File: config.mk
export PLATFORM = sky130hd
export DESIGN_NAME = ramen_shop_ctrl
export DESIGN_NICKNAME = d
export VERILOG_FILES = /design/src/rtl/ramen_pkg.sv /design/src/rtl/ramen_recipe_chk.sv /design/src/rtl/ramen_shop_ctrl.sv
export SDC_FILE = /design/constraint.sdc
export NUM_CORES = 1
export LEC_CHECK = 0
export CAP_MARGIN = 20
export CORE_MARGIN = 2
export CORE_UTILIZATION = 50
export CTS_CLUSTER_DIAMETER = 30
export DETAILED_ROUTE_END_ITERATION = 6
export PLACE_DENSITY = 0.74
export SETUP_SLACK_MARGIN = 0.02
export SKIP_LAST_GASP = 1
export SLEW_MARGIN = 20
export SYNTH_ARGS = -nofsm -noshare
export SYNTH_HDL_FRONTEND = slang
export SYNTH_SLANG_ARGS = --single-unit
File: constraint.sdc
create_clock -name clk -period 17.86 [get_ports clk]
set_input_delay 3.572 -clock clk [delete_from_list [all_inputs] [get_ports clk]]
set_output_delay 3.572 -clock clk [all_outputs]
set_load 0.03 [all_outputs]
File: src/rtl/ramen_pkg.sv
// Shared constants for the ramen shop controller: ingredient indices,
// opening stock, recipe table, menu prices and the FSM state type.
`default_nettype none

package ramen_pkg;

    localparam int N_ING   = 5;
    localparam int STOCK_W = 16;

    localparam int NOODLE        = 0;
    localparam int BROTH         = 1;
    localparam int TONKOTSU_SOUP = 2;
    localparam int MISO          = 3;
    localparam int SOY           = 4;

    // RECIPE[id][portion][ingredient], ingredient order NOODLE..SOY
    localparam int RECIPE [8][2][N_ING] = '{
        '{'{100, 300, 150,  0,  0}, '{150, 500, 200,  0,  0}},
        '{'{100, 300, 100,  0, 30}, '{150, 500, 150,  0, 50}},
        '{'{100, 400,   0, 30,  0}, '{150, 650,   0, 50,  0}},
        '{'{100, 300,  70, 15, 15}, '{150, 500, 100, 25, 25}},
        '{'{100, 350,   0,  0,  0}, '{150, 550,   0,  0,  0}},
        '{'{100, 300,   0,  0, 40}, '{150, 500,   0,  0, 60}},
        '{'{100, 400,   0, 40,  0}, '{150, 650,   0, 60,  0}},
        '{'{200, 200, 100,  0,  0}, '{300, 300, 150,  0,  0}}
    };

    localparam int PRICE [8] = '{200, 250, 200, 250, 180, 200, 280, 300};

    typedef logic [N_ING-1:0][STOCK_W-1:0] stock_vec_t;

    typedef enum logic [1:0] {
        ST_IDLE   = 2'd0,
        ST_SELL   = 2'd1,
        ST_REPORT = 2'd2
    } state_e;

    function automatic stock_vec_t init_stock();
        stock_vec_t v;
        v                = '0;
        v[NOODLE]        = 16'd12000;
        v[BROTH]         = 16'd41000;
        v[TONKOTSU_SOUP] = 16'd9000;
        v[MISO]          = 16'd1000;
        v[SOY]           = 16'd1500;
        return v;
    endfunction

    function automatic logic [STOCK_W-1:0] sat_add(input logic [STOCK_W-1:0] a,
                                                   input logic [STOCK_W-1:0] b);
        logic [STOCK_W:0] s;
        s = {1'b0, a} + {1'b0, b};
        return s[STOCK_W] ? {STOCK_W{1'b1}} : s[STOCK_W-1:0];
    endfunction

endpackage

`default_nettype wire

File: src/rtl/ramen_recipe_chk.sv
// Combinational recipe check: decides whether an order can be filled from
// the current stock and returns the per-ingredient deduction (zero on failure).
`default_nettype none

module ramen_recipe_chk
    import ramen_pkg::*;
#(
    parameter int N_TYPES = 4,
    parameter int TYPE_W  = 3
) (
    input  logic [TYPE_W-1:0] ramen_type_i,
    input  logic              portion_i,
    input  stock_vec_t        stock_i,
    output logic              success_o,
    output stock_vec_t        deduct_o
);

    logic [2:0] idx;
    logic       legal;
    logic       enough;
    stock_vec_t need;

    always_comb begin
        idx    = 3'(ramen_type_i);
        legal  = (int'(ramen_type_i) < N_TYPES) && (int'(ramen_type_i) < 8);
        enough = 1'b1;
        need   = '0;
        for (int k = 0; k < N_ING; k++) begin
            need[k] = 16'(RECIPE[idx][portion_i][k]);
            if (stock_i[k] < need[k]) begin
                enough = 1'b0;
            end
        end
        success_o = legal && enough;
        deduct_o  = success_o ? need : '0;
    end

endmodule

`default_nettype wire

File: src/rtl/ramen_shop_ctrl.sv
// Pipelined ramen sales controller: per-order success after two cycles and a
// per-session sold/gain report. Optional restock port enabled by RAMEN_RESTOCK_EN.
`default_nettype none

module ramen_shop_ctrl
    import ramen_pkg::*;
#(
    parameter int N_TYPES = 4,
    parameter int TYPE_W  = 3,
    parameter int CNT_W   = 7,
    parameter int GAIN_W  = 17
) (
    input  logic                     clk,
    input  logic                     rst_n,
    input  logic                     in_valid,
    output logic                     in_ready,
    input  logic                     selling,
    input  logic [TYPE_W-1:0]        ramen_type,
    input  logic                     portion,
    output logic                     out_valid_order,
    output logic                     success,
    output logic                     out_valid_tot,
    output logic [N_TYPES*CNT_W-1:0] sold_num,
    output logic [GAIN_W-1:0]        total_gain
`ifdef RAMEN_RESTOCK_EN
    ,
    input  logic                     restock_valid,
    input  logic [2:0]               restock_id,
    input  logic [15:0]              restock_amt,
    output logic                     restock_ready
`endif
);

    state_e              state_q, state_d;
    logic                s1_valid_q;
    logic [TYPE_W-1:0]   s1_type_q;
    logic                s1_portion_q;
    logic                ov_q;
    logic                succ_q;
    stock_vec_t          stock_q;
    logic [CNT_W-1:0]    cnt_q [N_TYPES];

    logic                pipe_empty;
    logic                accept;
    logic                load_init;
    logic                clear_cnt;
    logic                restock_block;
    logic                chk_success;
    logic                commit;
    stock_vec_t          chk_deduct;

    assign pipe_empty = !s1_valid_q && !ov_q;
    assign commit     = s1_valid_q && chk_success;

`ifdef RAMEN_RESTOCK_EN
    logic restock_fire;
    assign restock_ready = (state_q == ST_SELL) && pipe_empty;
    assign restock_fire  = restock_valid && restock_ready;
    assign restock_block = restock_valid;
`else
    assign restock_block = 1'b0;
`endif

    ramen_recipe_chk #(
        .N_TYPES (N_TYPES),
        .TYPE_W  (TYPE_W)
    ) u_chk (
        .ramen_type_i (s1_type_q),
        .portion_i    (s1_portion_q),
        .stock_i      (stock_q),
        .success_o    (chk_success),
        .deduct_o     (chk_deduct)
    );

    always_ff @(posedge clk or negedge rst_n) begin
        if (!rst_n) begin
            state_q <= ST_IDLE;
        end else begin
            state_q <= state_d;
        end
    end

    // The S2 result register does not hold the session open: its commit is
    // already done, so REPORT may follow directly behind it.
    always_comb begin
        state_d       = state_q;
        in_ready      = 1'b0;
        out_valid_tot = 1'b0;
        accept        = 1'b0;
        load_init     = 1'b0;
        clear_cnt     = 1'b0;
        case (state_q)
            ST_IDLE: begin
                in_ready = 1'b1;
                if (in_valid && selling) begin
                    accept    = 1'b1;
                    load_init = 1'b1;
                    state_d   = ST_SELL;
                end
            end
            ST_SELL: begin
                in_ready = pipe_empty && !restock_block;
                accept   = in_valid && in_ready;
                if (!selling && !s1_valid_q && !accept) begin
                    state_d = ST_REPORT;
                end
            end
            ST_REPORT: begin
                out_valid_tot = 1'b1;
                clear_cnt     = 1'b1;
                state_d       = ST_IDLE;
            end
            default: begin
                state_d = ST_IDLE;
            end
        endcase
    end

    always_ff @(posedge clk or negedge rst_n) begin
        if (!rst_n) begin
            s1_valid_q   <= 1'b0;
            s1_type_q    <= '0;
            s1_portion_q <= 1'b0;
            ov_q         <= 1'b0;
            succ_q       <= 1'b0;
            stock_q      <= '0;
        end else begin
            s1_valid_q <= accept;
            if (accept) begin
                s1_type_q    <= ramen_type;
                s1_portion_q <= portion;
            end
            ov_q   <= s1_valid_q;
            succ_q <= commit;

            if (load_init) begin
                stock_q <= init_stock();
            end else if (commit) begin
                for (int k = 0; k < N_ING; k++) begin
                    stock_q[k] <= stock_q[k] - chk_deduct[k];
                end
            end
`ifdef RAMEN_RESTOCK_EN
            else if (restock_fire) begin
                for (int k = 0; k < N_ING; k++) begin
                    if (restock_id == 3'(k)) begin
                        stock_q[k] <= sat_add(stock_q[k], restock_amt);
                    end
                end
            end
`endif
        end
    end

    always_ff @(posedge clk or negedge rst_n) begin
        if (!rst_n) begin
            for (int i = 0; i < N_TYPES; i++) begin
                cnt_q[i] <= '0;
            end
        end else begin
            for (int i = 0; i < N_TYPES; i++) begin
                if (clear_cnt) begin
                    cnt_q[i] <= '0;
                end else if (commit && (s1_type_q == TYPE_W'(i)) && (cnt_q[i] != '1)) begin
                    cnt_q[i] <= cnt_q[i] + CNT_W'(1);
                end
            end
        end
    end

    assign out_valid_order = ov_q;
    assign success         = succ_q;

    // Gain accumulates modulo 2^GAIN_W, which is the required truncation.
    always_comb begin
        logic [CNT_W+8:0] prod;
        logic [GAIN_W-1:0] acc;
        sold_num   = '0;
        total_gain = '0;
        acc        = '0;
        prod       = '0;
        for (int i = 0; i < N_TYPES; i++) begin
            prod = (CNT_W+9)'(cnt_q[i]) * (CNT_W+9)'(PRICE[i]);
            acc  = acc + GAIN_W'(prod);
        end
        if (state_q == ST_REPORT) begin
            for (int i = 0; i < N_TYPES; i++) begin
                sold_num[(N_TYPES-1-i)*CNT_W +: CNT_W] = cnt_q[i];
            end
            total_gain = acc;
        end
    end

endmodule

`default_nettype wire
==> run metrics <==
status=complete, no violations; post-CTS setup buffers=0; Die Y=between 150 and 200 µm; YS warnings=0; num rows=a little under 60; Relative slew margins=31.43%; Tot GR Track Use=~22%; DR vias/cell=~5.7; num ports=57; worst slew pin tran=1.027 ns; most frequent cell after synthesis=ha_1; cts repair resizes=0; TNS Setup=0 ns; EDFF count, synth=0; worst min path class=reg -> reg; leakage=between 0.007 and 0.008 µW; Reg power frac=about a fifth; Tcrit/Tclk final=62.69%; initial antenna violation count=0; total CTS buffers=17; first-pass GRT wire length=50,850 µm; vias in the first global route=10,560; type of origin of the critical path=flop; CP Class=reg -> out; Clk Latency, worst-skew pair=approximately 0.42 ns; fmax=0.08932 GHz; FFs w/ async S/R, synth=between 90% and 100%; hpwl dp=22,150 µm; width of the die=roughly 170 µm; register area share after synthesis=between 20% and 30%; post-synthesis register bit count=114; CTS root buffer=clkbuf_16; largest net degree at the start of global routing=between 90 and 100; htree depth=4; clk_skew=~0.0074 ns; Gate power share=between 60% and 70%; CP max FO=10; fraction of layout cells with a size suffix above 1=5.052%; cts hold-fix bufs=0; placed inst area=~14,000 µm²; GP Congestion=0.8746; routed wire length per instance=~16 µm; Post-Place Worst Slack=roughly 7.2 ns; post-synthesis cell count=around 1,500; final worst setup slack=around 6.7 ns; die area=approximately 28,000 µm²; Final nets=approximately 1,800; clock power share=about 15%; top cells by count, synth=ha_1, inv_1, dfrtp_1; endpoint class of the critical path=output port; Final Hold Vio Count=0; Worst EP arrival=7.62 ns; P_sw=roughly 1100 µW; routed vias=approximately 11,000; synth top area cells=dfrtp_1, ha_1, fa_1; WL final=29,760 µm; Core Region=roughly 26,000 µm²; ys flop type=dfrtp_1; Starting Density=about half; DR iter-0 viols=723; Reg clk slew, reported paths=roughly 0.06 ns; # port buffers=55; Mapped Avg Cell Area=8.734 µm²; Yosys top cell area share=around 22%; fin. max-slew vios=0; internal power=1145 µW; Worst Path Required=around 14 ns; DRT Pass-1 Iters=5; Post-DRT Antenna Nets=0; clk sinks=114; Distinct cells, synth=74; fin area=14,420 µm²; # fillers=2,307; CTS Buffer Depth=2; sw frac=between 40% and 50%; Area Overhead vs Synth=9.753%; RSZ-0062 raised after global routing=false; mapped cell area=13,140 µm²; final setup fails=0; grt total ovfl=0; VDD IR max=approximately 0.13 mV; largest area contributor in the netlist=dfrtp_1; fin crit period=around 11 ns; DRC violations left=0; max-cap viol count=0; CTS tree=yes; Pwr per Cell Area=approximately 150 nW/µm²; antenna fix cells=0
## power by group through the flow
stage | Sequential, µW | Clock [µW] | Combinational, µW
after floorplan | 387 | 0 | 1160
after global placement | 412 | 0 | 1410
after detailed placement | 415 | 0 | 1450
after CTS | 412 | 339 | 1470
after global routing | 424 | 353 | 1680
final | 413 | 335 | 1470
## layout make-up
type,count,area (µm²),area share (%)
repair buffers,62,600.6,4.166
inverters,171,641.9,4.452
clock inverters,14,138.9,0.9633
flip-flops and latches,114,2853,19.79
well taps,335,419.2,2.907
clock buffers,18,439.2,3.046
multi-input cells,1165,9325,64.68
## logic make-up (layout without fill, tap and decap cells)
group,after synthesis,after routing,share of synthesized area (%)
and+or+nand+nor,470,470,18.90
AOI/OAI and AO/OA,349,349,17.01
DFF,114,114,21.72
buffers and inverters,226,265,7.410
muxes,12,12,0.9239
other,2,3,0.05717
xor gates and xnor gates,54,54,3.600
adders and majority gates,277,277,30.38
## per-layer routing
layer | vias to the layer above | GRT usage (%) | wire (µm)
li1 | 5334 | - | -
met1 | 5132 | 31.01 | 14440
met2 | 217 | 35.81 | 13780
met3 | 41 | 3.098 | 1030
met4 | 0 | 5.671 | 511
met5 | - | 0 | 0
## final timing paths
kind / start / slack (ns) / cells past startpoint / end
worst max-delay path: cnt_q[0]$_DFFE_PN0P_ / 6.66 / 24 / total_gain[14]
worst min-delay path: stock_q[15]$_DFFE_PN0P_ / 0.54 / 2 / stock_q[15]$_DFFE_PN0P_
worst max register to register: s1_type_q[2]$_DFFE_PN0P_ / 11.70 / 21 / stock_q[11]$_DFFE_PN0P_
worst min register to register: stock_q[15]$_DFFE_PN0P_ / 0.54 / 2 / stock_q[15]$_DFFE_PN0P_
max in group asynchronous: rst_n / 13.39 / 2 / cnt_q[8]$_DFFE_PN0P_
min in group asynchronous: rst_n / 3.21 / 1 / stock_q[3]$_DFFE_PN0P_
## critical path, cell delays in order (launching register included)
cell             delay [ns]
dfrtp_1                0.50
fa_1                   0.57
fa_1                   0.53
inv_1                  0.06
fa_1                   0.49
fa_1                   0.52
inv_1                  0.04
ha_1                   0.32
o21ai_0                0.12
a21boi_0               0.16
o21a_1                 0.19
nor2_1                 0.18
xnor2_1                0.15
fa_1                   0.55
inv_1                  0.06
fa_1                   0.54
inv_1                  0.04
ha_1                   0.34
and2_1                 0.18
o21ai_0                0.16
o31ai_1                0.13
o41ai_1                0.47
xor2_1                 0.13
nor2_1                 0.10
clkdlybuf4s50_1        0.67
## flip-flops by register name, indices dropped and copies added (netlist names)
name / flops
state_q: 2
success: 1
stock_q: 77
cnt_q: 28
out_valid_order: 1
s1_type_q: 3
s1_portion_q: 1
s1_valid_q: 1
## cell usage in the layout (no fill, tap or decap), drive strengths merged, types with 38 or more instances in the layout
cell and n:
a21oi 114, clkdlybuf4s50 54, dfrtp 114, fa 70, ha 207, inv 172, nand2 110, nand2b 39
nand3 42, nor2 85, o21ai 79, or3 38
## through the flow
stage / cells / utilization (%) / total power (µW) / hold slack [ns]
floorplan: 1505 / - / 1547 / 0.4162
global placement: 1847 / 53.41 / 1825 / 0.4979
detailed placement: 1847 / 53.41 / 1861 / 0.5136
CTS: 1879 / 55.64 / 2223 / 0.5336
global route: 1879 / 55.64 / 2456 / 0.5474
finish: 1879 / 55.64 / 2223 / 0.5351
(Power assumes the default switching activity.)
